`src/rtl/apb3_cmd_master_if.sv`:
```
// apb3_cmd_master_if
//   Bundles the command stream, the response stream and the APB3 bus of
//   apb3_cmd_master into one interface.
//   Signals:
//     cmd_valid/cmd_ready/cmd_write/cmd_addr/cmd_wdata      command channel
//     rsp_valid/rsp_ready/rsp_rdata/rsp_err/rsp_timeout     response channel
//     PADDR/PSEL/PENABLE/PWRITE/PWDATA/PREADY/PRDATA/PSLVERROR  APB3 bus
//   Modports:
//     master : the APB3 initiator (drives cmd_ready, rsp_*, APB request side)
//     slave  : the environment (local controller plus APB3 completer)
interface apb3_cmd_master_if #(
  parameter int unsigned ADDR_WIDTH = 12,
  parameter int unsigned DATA_WIDTH = 32
) ();
  logic                  cmd_valid;
  logic                  cmd_ready;
  logic                  cmd_write;
  logic [ADDR_WIDTH-1:0] cmd_addr;
  logic [DATA_WIDTH-1:0] cmd_wdata;

  logic                  rsp_valid;
  logic                  rsp_ready;
  logic [DATA_WIDTH-1:0] rsp_rdata;
  logic                  rsp_err;
  logic                  rsp_timeout;

  logic [ADDR_WIDTH-1:0] PADDR;
  logic                  PSEL;
  logic                  PENABLE;
  logic                  PWRITE;
  logic [DATA_WIDTH-1:0] PWDATA;
  logic                  PREADY;
  logic [DATA_WIDTH-1:0] PRDATA;
  logic                  PSLVERROR;

  modport master (
    input  cmd_valid, cmd_write, cmd_addr, cmd_wdata, rsp_ready,
           PREADY, PRDATA, PSLVERROR,
    output cmd_ready, rsp_valid, rsp_rdata, rsp_err, rsp_timeout,
           PADDR, PSEL, PENABLE, PWRITE, PWDATA
  );

  modport slave (
    output cmd_valid, cmd_write, cmd_addr, cmd_wdata, rsp_ready,
           PREADY, PRDATA, PSLVERROR,
    input  cmd_ready, rsp_valid, rsp_rdata, rsp_err, rsp_timeout,
           PADDR, PSEL, PENABLE, PWRITE, PWDATA
  );
endinterface

```
`src/rtl/apb3_cmd_master.sv`:
```
// apb3_cmd_master
//   APB3 initiator: each accepted valid/ready command becomes one APB3
//   read or write transfer; the result comes back on a valid/ready response
//   channel. One transfer outstanding at a time.
//   Ports:
//     clk    in   single clock
//     reset  in   asynchronous active-high reset
//     bus    master modport of apb3_cmd_master_if (command, response, APB3)
//     busy   out  high whenever the FSM is not IDLE
//   Optional feature: define APB3_MST_TIMEOUT_EN to build an ACCESS-phase
//   watchdog of TIMEOUT_CYCLES cycles; without it rsp_timeout is tied to 0.
module apb3_cmd_master #(
  parameter int unsigned ADDR_WIDTH     = 12,
  parameter int unsigned DATA_WIDTH     = 32,
  parameter int unsigned TIMEOUT_CYCLES = 256
) (
  input  logic                  clk,
  input  logic                  reset,
  apb3_cmd_master_if.master     bus,
  output logic                  busy
);

  typedef enum logic [1:0] {
    S_IDLE   = 2'd0,
    S_SETUP  = 2'd1,
    S_ACCESS = 2'd2,
    S_RESP   = 2'd3
  } state_t;

  state_t                state_q, state_d;
  logic [ADDR_WIDTH-1:0] paddr_q, paddr_d;
  logic                  pwrite_q, pwrite_d;
  logic [DATA_WIDTH-1:0] pwdata_q, pwdata_d;
  logic                  psel_q, psel_d;
  logic                  penable_q, penable_d;
  logic                  rsp_valid_q, rsp_valid_d;
  logic [DATA_WIDTH-1:0] rsp_rdata_q, rsp_rdata_d;
  logic                  rsp_err_q, rsp_err_d;

`ifdef APB3_MST_TIMEOUT_EN
  localparam int unsigned CNT_W = $clog2(TIMEOUT_CYCLES + 1);
  // Count value that, incremented once more, reaches the limit.
  localparam logic [CNT_W-1:0] CNT_LAST = CNT_W'(TIMEOUT_CYCLES - 1);

  logic [CNT_W-1:0] cnt_q, cnt_d;
  logic             rsp_timeout_q, rsp_timeout_d;
`endif

  always_ff @(posedge clk or posedge reset) begin
    if (reset) begin
      state_q     <= S_IDLE;
      paddr_q     <= '0;
      pwrite_q    <= 1'b0;
      pwdata_q    <= '0;
      psel_q      <= 1'b0;
      penable_q   <= 1'b0;
      rsp_valid_q <= 1'b0;
      rsp_rdata_q <= '0;
      rsp_err_q   <= 1'b0;
    end else begin
      state_q     <= state_d;
      paddr_q     <= paddr_d;
      pwrite_q    <= pwrite_d;
      pwdata_q    <= pwdata_d;
      psel_q      <= psel_d;
      penable_q   <= penable_d;
      rsp_valid_q <= rsp_valid_d;
      rsp_rdata_q <= rsp_rdata_d;
      rsp_err_q   <= rsp_err_d;
    end
  end

`ifdef APB3_MST_TIMEOUT_EN
  always_ff @(posedge clk or posedge reset) begin
    if (reset) begin
      cnt_q         <= '0;
      rsp_timeout_q <= 1'b0;
    end else begin
      cnt_q         <= cnt_d;
      rsp_timeout_q <= rsp_timeout_d;
    end
  end
`endif

  always_comb begin
    state_d     = state_q;
    paddr_d     = paddr_q;
    pwrite_d    = pwrite_q;
    pwdata_d    = pwdata_q;
    psel_d      = psel_q;
    penable_d   = penable_q;
    rsp_valid_d = rsp_valid_q;
    rsp_rdata_d = rsp_rdata_q;
    rsp_err_d   = rsp_err_q;
`ifdef APB3_MST_TIMEOUT_EN
    cnt_d         = cnt_q;
    rsp_timeout_d = rsp_timeout_q;
`endif

    case (state_q)
      S_IDLE: begin
        if (bus.cmd_valid) begin
          paddr_d  = bus.cmd_addr;
          pwrite_d = bus.cmd_write;
          pwdata_d = bus.cmd_wdata;
          psel_d   = 1'b1;
          state_d  = S_SETUP;
        end
      end

      S_SETUP: begin
        penable_d = 1'b1;
        state_d   = S_ACCESS;
`ifdef APB3_MST_TIMEOUT_EN
        cnt_d     = '0;
`endif
      end

      S_ACCESS: begin
        // PREADY is checked first so a completion on the limit edge wins.
        if (bus.PREADY) begin
          rsp_rdata_d = pwrite_q ? '0 : bus.PRDATA;
          rsp_err_d   = bus.PSLVERROR;
          psel_d      = 1'b0;
          penable_d   = 1'b0;
          rsp_valid_d = 1'b1;
          state_d     = S_RESP;
`ifdef APB3_MST_TIMEOUT_EN
          rsp_timeout_d = 1'b0;
`endif
        end
`ifdef APB3_MST_TIMEOUT_EN
        else begin
          cnt_d = cnt_q + 1'b1;
          if (cnt_q == CNT_LAST) begin
            rsp_rdata_d   = '0;
            rsp_err_d     = 1'b1;
            rsp_timeout_d = 1'b1;
            psel_d        = 1'b0;
            penable_d     = 1'b0;
            rsp_valid_d   = 1'b1;
            state_d       = S_RESP;
          end
        end
`endif
      end

      S_RESP: begin
        if (bus.rsp_ready) begin
          rsp_valid_d = 1'b0;
          state_d     = S_IDLE;
        end
      end

      default: state_d = S_IDLE;
    endcase
  end

  assign bus.cmd_ready = (state_q == S_IDLE);
  assign busy          = (state_q != S_IDLE);

  assign bus.PADDR     = paddr_q;
  assign bus.PWRITE    = pwrite_q;
  assign bus.PWDATA    = pwdata_q;
  assign bus.PSEL      = psel_q;
  assign bus.PENABLE   = penable_q;
  assign bus.rsp_valid = rsp_valid_q;
  assign bus.rsp_rdata = rsp_rdata_q;
  assign bus.rsp_err   = rsp_err_q;
`ifdef APB3_MST_TIMEOUT_EN
  assign bus.rsp_timeout = rsp_timeout_q;
`else
  assign bus.rsp_timeout = 1'b0;
`endif

endmodule
```
`src/flat_wrapper.sv`:
```
// flat-port wrapper written by rule: the top's interface ports become plain ports
module apb3_cmd_master_flat 
#(
  parameter int unsigned ADDR_WIDTH     = 12,
  parameter int unsigned DATA_WIDTH     = 32,
  parameter int unsigned TIMEOUT_CYCLES = 256
)
  (clk, reset, busy, bus_cmd_valid, bus_cmd_write, bus_cmd_addr, bus_cmd_wdata, bus_rsp_ready, bus_PREADY, bus_PRDATA, bus_PSLVERROR, bus_cmd_ready, bus_rsp_valid, bus_rsp_rdata, bus_rsp_err, bus_rsp_timeout, bus_PADDR, bus_PSEL, bus_PENABLE, bus_PWRITE, bus_PWDATA);
  apb3_cmd_master_if #(.ADDR_WIDTH(ADDR_WIDTH), .DATA_WIDTH(DATA_WIDTH)) bus_i ();
  input  logic clk;
  input  logic reset;
  output logic busy;
  input wire logic [$bits(bus_i.cmd_valid)-1:0] bus_cmd_valid;
  input wire logic [$bits(bus_i.cmd_write)-1:0] bus_cmd_write;
  input wire logic [$bits(bus_i.cmd_addr)-1:0] bus_cmd_addr;
  input wire logic [$bits(bus_i.cmd_wdata)-1:0] bus_cmd_wdata;
  input wire logic [$bits(bus_i.rsp_ready)-1:0] bus_rsp_ready;
  input wire logic [$bits(bus_i.PREADY)-1:0] bus_PREADY;
  input wire logic [$bits(bus_i.PRDATA)-1:0] bus_PRDATA;
  input wire logic [$bits(bus_i.PSLVERROR)-1:0] bus_PSLVERROR;
  output wire logic [$bits(bus_i.cmd_ready)-1:0] bus_cmd_ready;
  output wire logic [$bits(bus_i.rsp_valid)-1:0] bus_rsp_valid;
  output wire logic [$bits(bus_i.rsp_rdata)-1:0] bus_rsp_rdata;
  output wire logic [$bits(bus_i.rsp_err)-1:0] bus_rsp_err;
  output wire logic [$bits(bus_i.rsp_timeout)-1:0] bus_rsp_timeout;
  output wire logic [$bits(bus_i.PADDR)-1:0] bus_PADDR;
  output wire logic [$bits(bus_i.PSEL)-1:0] bus_PSEL;
  output wire logic [$bits(bus_i.PENABLE)-1:0] bus_PENABLE;
  output wire logic [$bits(bus_i.PWRITE)-1:0] bus_PWRITE;
  output wire logic [$bits(bus_i.PWDATA)-1:0] bus_PWDATA;
  assign bus_i.cmd_valid = bus_cmd_valid;
  assign bus_i.cmd_write = bus_cmd_write;
  assign bus_i.cmd_addr = bus_cmd_addr;
  assign bus_i.cmd_wdata = bus_cmd_wdata;
  assign bus_i.rsp_ready = bus_rsp_ready;
  assign bus_i.PREADY = bus_PREADY;
  assign bus_i.PRDATA = bus_PRDATA;
  assign bus_i.PSLVERROR = bus_PSLVERROR;
  assign bus_cmd_ready = bus_i.cmd_ready;
  assign bus_rsp_valid = bus_i.rsp_valid;
  assign bus_rsp_rdata = bus_i.rsp_rdata;
  assign bus_rsp_err = bus_i.rsp_err;
  assign bus_rsp_timeout = bus_i.rsp_timeout;
  assign bus_PADDR = bus_i.PADDR;
  assign bus_PSEL = bus_i.PSEL;
  assign bus_PENABLE = bus_i.PENABLE;
  assign bus_PWRITE = bus_i.PWRITE;
  assign bus_PWDATA = bus_i.PWDATA;
  apb3_cmd_master #(.ADDR_WIDTH(ADDR_WIDTH), .DATA_WIDTH(DATA_WIDTH), .TIMEOUT_CYCLES(TIMEOUT_CYCLES)) u_core (.clk(clk), .reset(reset), .bus(bus_i), .busy(busy));
endmodule
```
`config.mk`:
```
export PLATFORM = sky130hd
export DESIGN_NAME = apb3_cmd_master_flat
export DESIGN_NICKNAME = d
export VERILOG_FILES = /design/src/rtl/apb3_cmd_master_if.sv /design/src/rtl/apb3_cmd_master.sv /design/src/flat_wrapper.sv
export SDC_FILE = /design/constraint.sdc
export NUM_CORES = 1
export LEC_CHECK = 0
export BUFFER_PORTS_ARGS = -buffer_cell sky130_fd_sc_hd__buf_2
export CORE_MARGIN = 4
export CORE_UTILIZATION = 42
export CTS_CLUSTER_SIZE = 25
export DETAILED_ROUTE_END_ITERATION = 8
export PLACE_DENSITY = 0.76
export SLEW_MARGIN = 40
export SYNTH_ARGS = -nofsm -noshare
export SYNTH_HDL_FRONTEND = slang
export SYNTH_SLANG_ARGS = --single-unit
```
`constraint.sdc`:
```
create_clock -name clk -period 2.5 [get_ports clk]
set_input_delay 0.375 -clock clk [delete_from_list [all_inputs] [get_ports clk]]
set_output_delay 0.375 -clock clk [all_outputs]
set_load 0.02 [all_outputs]
```
==> impl.org <==
** Final layout
- Of the cells placed in the final design, the portion with a size suffix greater than 1 is 54.0%.
- In the final layout, the multi-input gates occupy 0.00132 mm^2.
- Net count reported at finish :: 524
- Compared with the post-synthesis result, the final layout area differs by 31.8%.
- Diode count :: 0
- Cells fill 56.8% of the core in the end.
- Once layout is done, the placed cells without fillers occupy 0.00466 mm^2.
- Total of fill cells in the finished design :: 735
- The sequential cells in the finished layout cover a total of 0.00208 mm^2.
- Layout Cells excl Fill :: 546

** Placement
- Number of placed instances with taps included :: 530
- Input and output buffers added on the ports amount to 165.
- Post-Place Cell Area :: 0.00447 mm^2
- Worst setup slack after placement :: 0.570 ns
- Routability congestion estimate :: 0.728
- Detailed placement ended at an HPWL of 5830 um.

** Global route
- Global routing used 15.4% of the available tracks across all layers.
- Pin count of the biggest net entering global routing :: 41
- After global routing the overflow that remains totals 0.
- The via count of the first global-routing pass was 2539.
- The first global-routing pass estimated 12200 um of wire.
- The initial antenna violation count came to 0.

** Clock tree
- Number of buffers created by CTS :: 9
- CTS tree :: built
- For this design, the CTS-stage hold fixing added 0 buffers.
- Clock-pin slew was measured on the worst setup and hold paths at 0.09 ns.
- Clk buf depth :: 2
- Insertion delay of the later-clocked pin in the worst-skew pair :: 0.34 ns
- For this design, the sink count on the clock tree is 83.
- Max H-tree Level :: 3
- # Post-CTS Setup Buffers :: 0
- PostCTS Resize Cnt :: 0
- In this run the clock root is driven by a clkbuf_8.

** Timing
- Period minus WS final :: 1.92 ns
- Setup repair after global routing left no endpoint under its margin.
- The total count of max-transition violations in the final report is 0.
- Aggregate negative setup slack :: 0 ns
- Static timing analysis puts the maximum clock frequency at 0.522 GHz.
- Setup slack closes at 0.583 ns.
- The final critical path takes up 76.7% of the cycle.
- Final Setup Violations :: 0
- Hold is met by 0.0432 ns.
- Layout Skew :: 0.0110 ns
- Endpoints failing hold :: 0

** Synth
- After synthesis, the netlist uses 21 different library cells.
- Mapped Avg Cell Area :: 13.2 um^2
- Sequential share of the synthesized area :: 58.7%
- Number of synthesized register bits :: 83
- During synthesis, Yosys emitted a total of 0 warnings.
- The cell area that synthesis handed to floorplanning was 0.00354 mm^2.
- Mapped Nets :: 356
- Gate count of the mapped netlist :: 268

** Setup path
- Critical Path Fanout Max :: 40
- Crit path DAT :: 2.12 ns
- Category of the critical setup timing path :: flip-flop to flip-flop
- The signal on the critical path passes through inv_1 > ha_1 > nand2_1 > buf_4 > o21ai_0.
- Crit path largest cell delay :: 0.41 ns
- Worst path slowest cell :: dfrtp_1
- Crit. End Element :: flip-flop
- FF-to-FF Start :: u_core.state_q[0]
- Required time at the worst-slack endpoint :: 2.70 ns
- In this run the worst setup path begins at u_core.state_q[0].
- Type of element launching the critical path :: flip-flop

** Run
- Max-cap violations in this run came to 0.

** Die
- The die covers 0.00995 mm^2.
- In this run the vertical extent of the chip is 99.8 um.
- The core region is 0.00822 mm^2.
- The initial utilization of the core area, before any placement, comes to 43.0%.
- I/O pins :: 167
- Measured along the x axis, the die boundary spans 99.8 um.
- Num rows :: 33

** Drt
- Via count :: 2487
- After detailed routing, the number of remaining DRC violations is 0.
- The routed design has 7740 um of wire.
- Wire length per cell :: 14.2 um
- The first detailed-routing pass took 4 iterations.
- Via density per instance :: 4.55
- Post-route antenna net violation count :: 0
- The detailed router finished its first iteration with 41 violations.

** Power and ir drop
- Power comes to 6.45 mW.
- In this run the static leakage power is 2.53 nW.
- IR analysis of the VDD net gives a maximum drop of 0.000649 V.
- Dividing total power by cell area gives a power density of 1380 mW/mm^2.

** Worst hold path
- The tightest min-delay check is of the input pin to async pin type.

** Status
- The run finished with clean final reports.
[cell families after synthesis]
logic type                 share of synthesized area (%)
AOI/OAI and AO/OA                                   6.47
DFF                                                 58.7
and+or+nand+nor                                     9.76
other                                              0.106
muxes                                               19.2
adders and majority gates                           1.77
buffers and inverters                               3.96
[path summary, 6_finish.rpt]
kind                                             to  slack (ns)  cells after the start
setup / recovery           u_core.bus.rsp_rdata[26]        0.58                      5
hold / removal                u_core.bus.PWDATA[23]        0.04                      2
setup reg to reg           u_core.bus.rsp_rdata[26]        0.58                      5
hold reg to reg            u_core.bus.rsp_rdata[12]        0.48                      2
max in group asynchronous  u_core.bus.rsp_rdata[20]        1.87                      3
min in group clk              u_core.bus.PWDATA[20]        0.26                      2
[report_power, final]
| part | internal [mW] | total (mW) | switching [mW] | leakage [nW] |
|---|---|---|---|---|
| clock network | 0.469 | 0.957 | 0.488 | 0.100 |
| logic | 1.40 | 3.12 | 1.72 | 1.41 |
| registers | 2.00 | 2.37 | 0.371 | 1.01 |
[layout make-up]
cell class	count	share of cell area, %
clock buffer	9	2.66
multi-input combinational	162	28.3
inverter	8	0.724
timing repair buffer	172	19.4
clock inverter	7	1.58
sequential	83	44.5
tap	105	2.82
[per-layer routing]
layer | vias to the layer above | track usage, % | share of wire, %
li1 | 1219 | - | -
met1 | 1166 | 19.7 | 41
met2 | 91 | 25.1 | 49
met3 | 11 | 3.41 | 7.7
met4 | 0 | 6.72 | 2.0
met5 | - | 0 | 0
[Yosys cell counts]
| cell | number | area share (%) |
|---|---|---|
| buf_2 | 4 | 0.57 |
| o2bb2ai_1 | 2 | 0.50 |
| nor2b_1 | 1 | 0.18 |
| conb_1 | 1 | 0.11 |
| o21ai_0 | 33 | 4.7 |
| a221oi_2 | 1 | 0.42 |
| ha_1 | 5 | 1.8 |
| nand2_4 | 1 | 0.32 |
| nor2_1 | 1 | 0.11 |
| nand2b_1 | 32 | 5.7 |
| buf_6 | 6 | 1.9 |
| buf_4 | 1 | 0.21 |
| clkbuf_1 | 4 | 0.42 |
| inv_1 | 8 | 0.85 |
| o22ai_1 | 1 | 0.18 |
| o32a_1 | 1 | 0.28 |
| nand2_1 | 33 | 3.5 |
| mux2_2 | 7 | 2.2 |
| dfrtp_1 | 83 | 59 |
| mux2_4 | 40 | 17 |
| a21oi_1 | 3 | 0.42 |
[state kept, by name, summed over array words and instances (netlist names)]
signal / cells
u_core.bus.PSEL: 1
u_core.state_q: 2
u_core.bus.rsp_rdata: 32
u_core.bus.PWRITE: 1
u_core.bus.PADDR: 12
u_core.bus.rsp_valid: 1
u_core.bus.PENABLE: 1
u_core.bus.PWDATA: 32
u_core.bus.rsp_err: 1
[worst max-delay path: cells and delay by family (launching register included)]
family                     cells  cell delay [ns]
buffers and inverters          2             0.50
AOI/OAI and AO/OA              1             0.15
adders and majority gates      1             0.29
DFF                            1             0.41
and+or+nand+nor                1             0.41
[cell usage in the layout, fill, tap and decap left out, drive strengths merged, types with 3 or more instances in the layout]
cell and n:
a21oi 3, buf 172, clkbuf 9, dfrtp 83, ha 5, inv 10, mux2 47, nand2 34
nand2b 32, o21ai 33
Power figures use the tool's default switching activity.
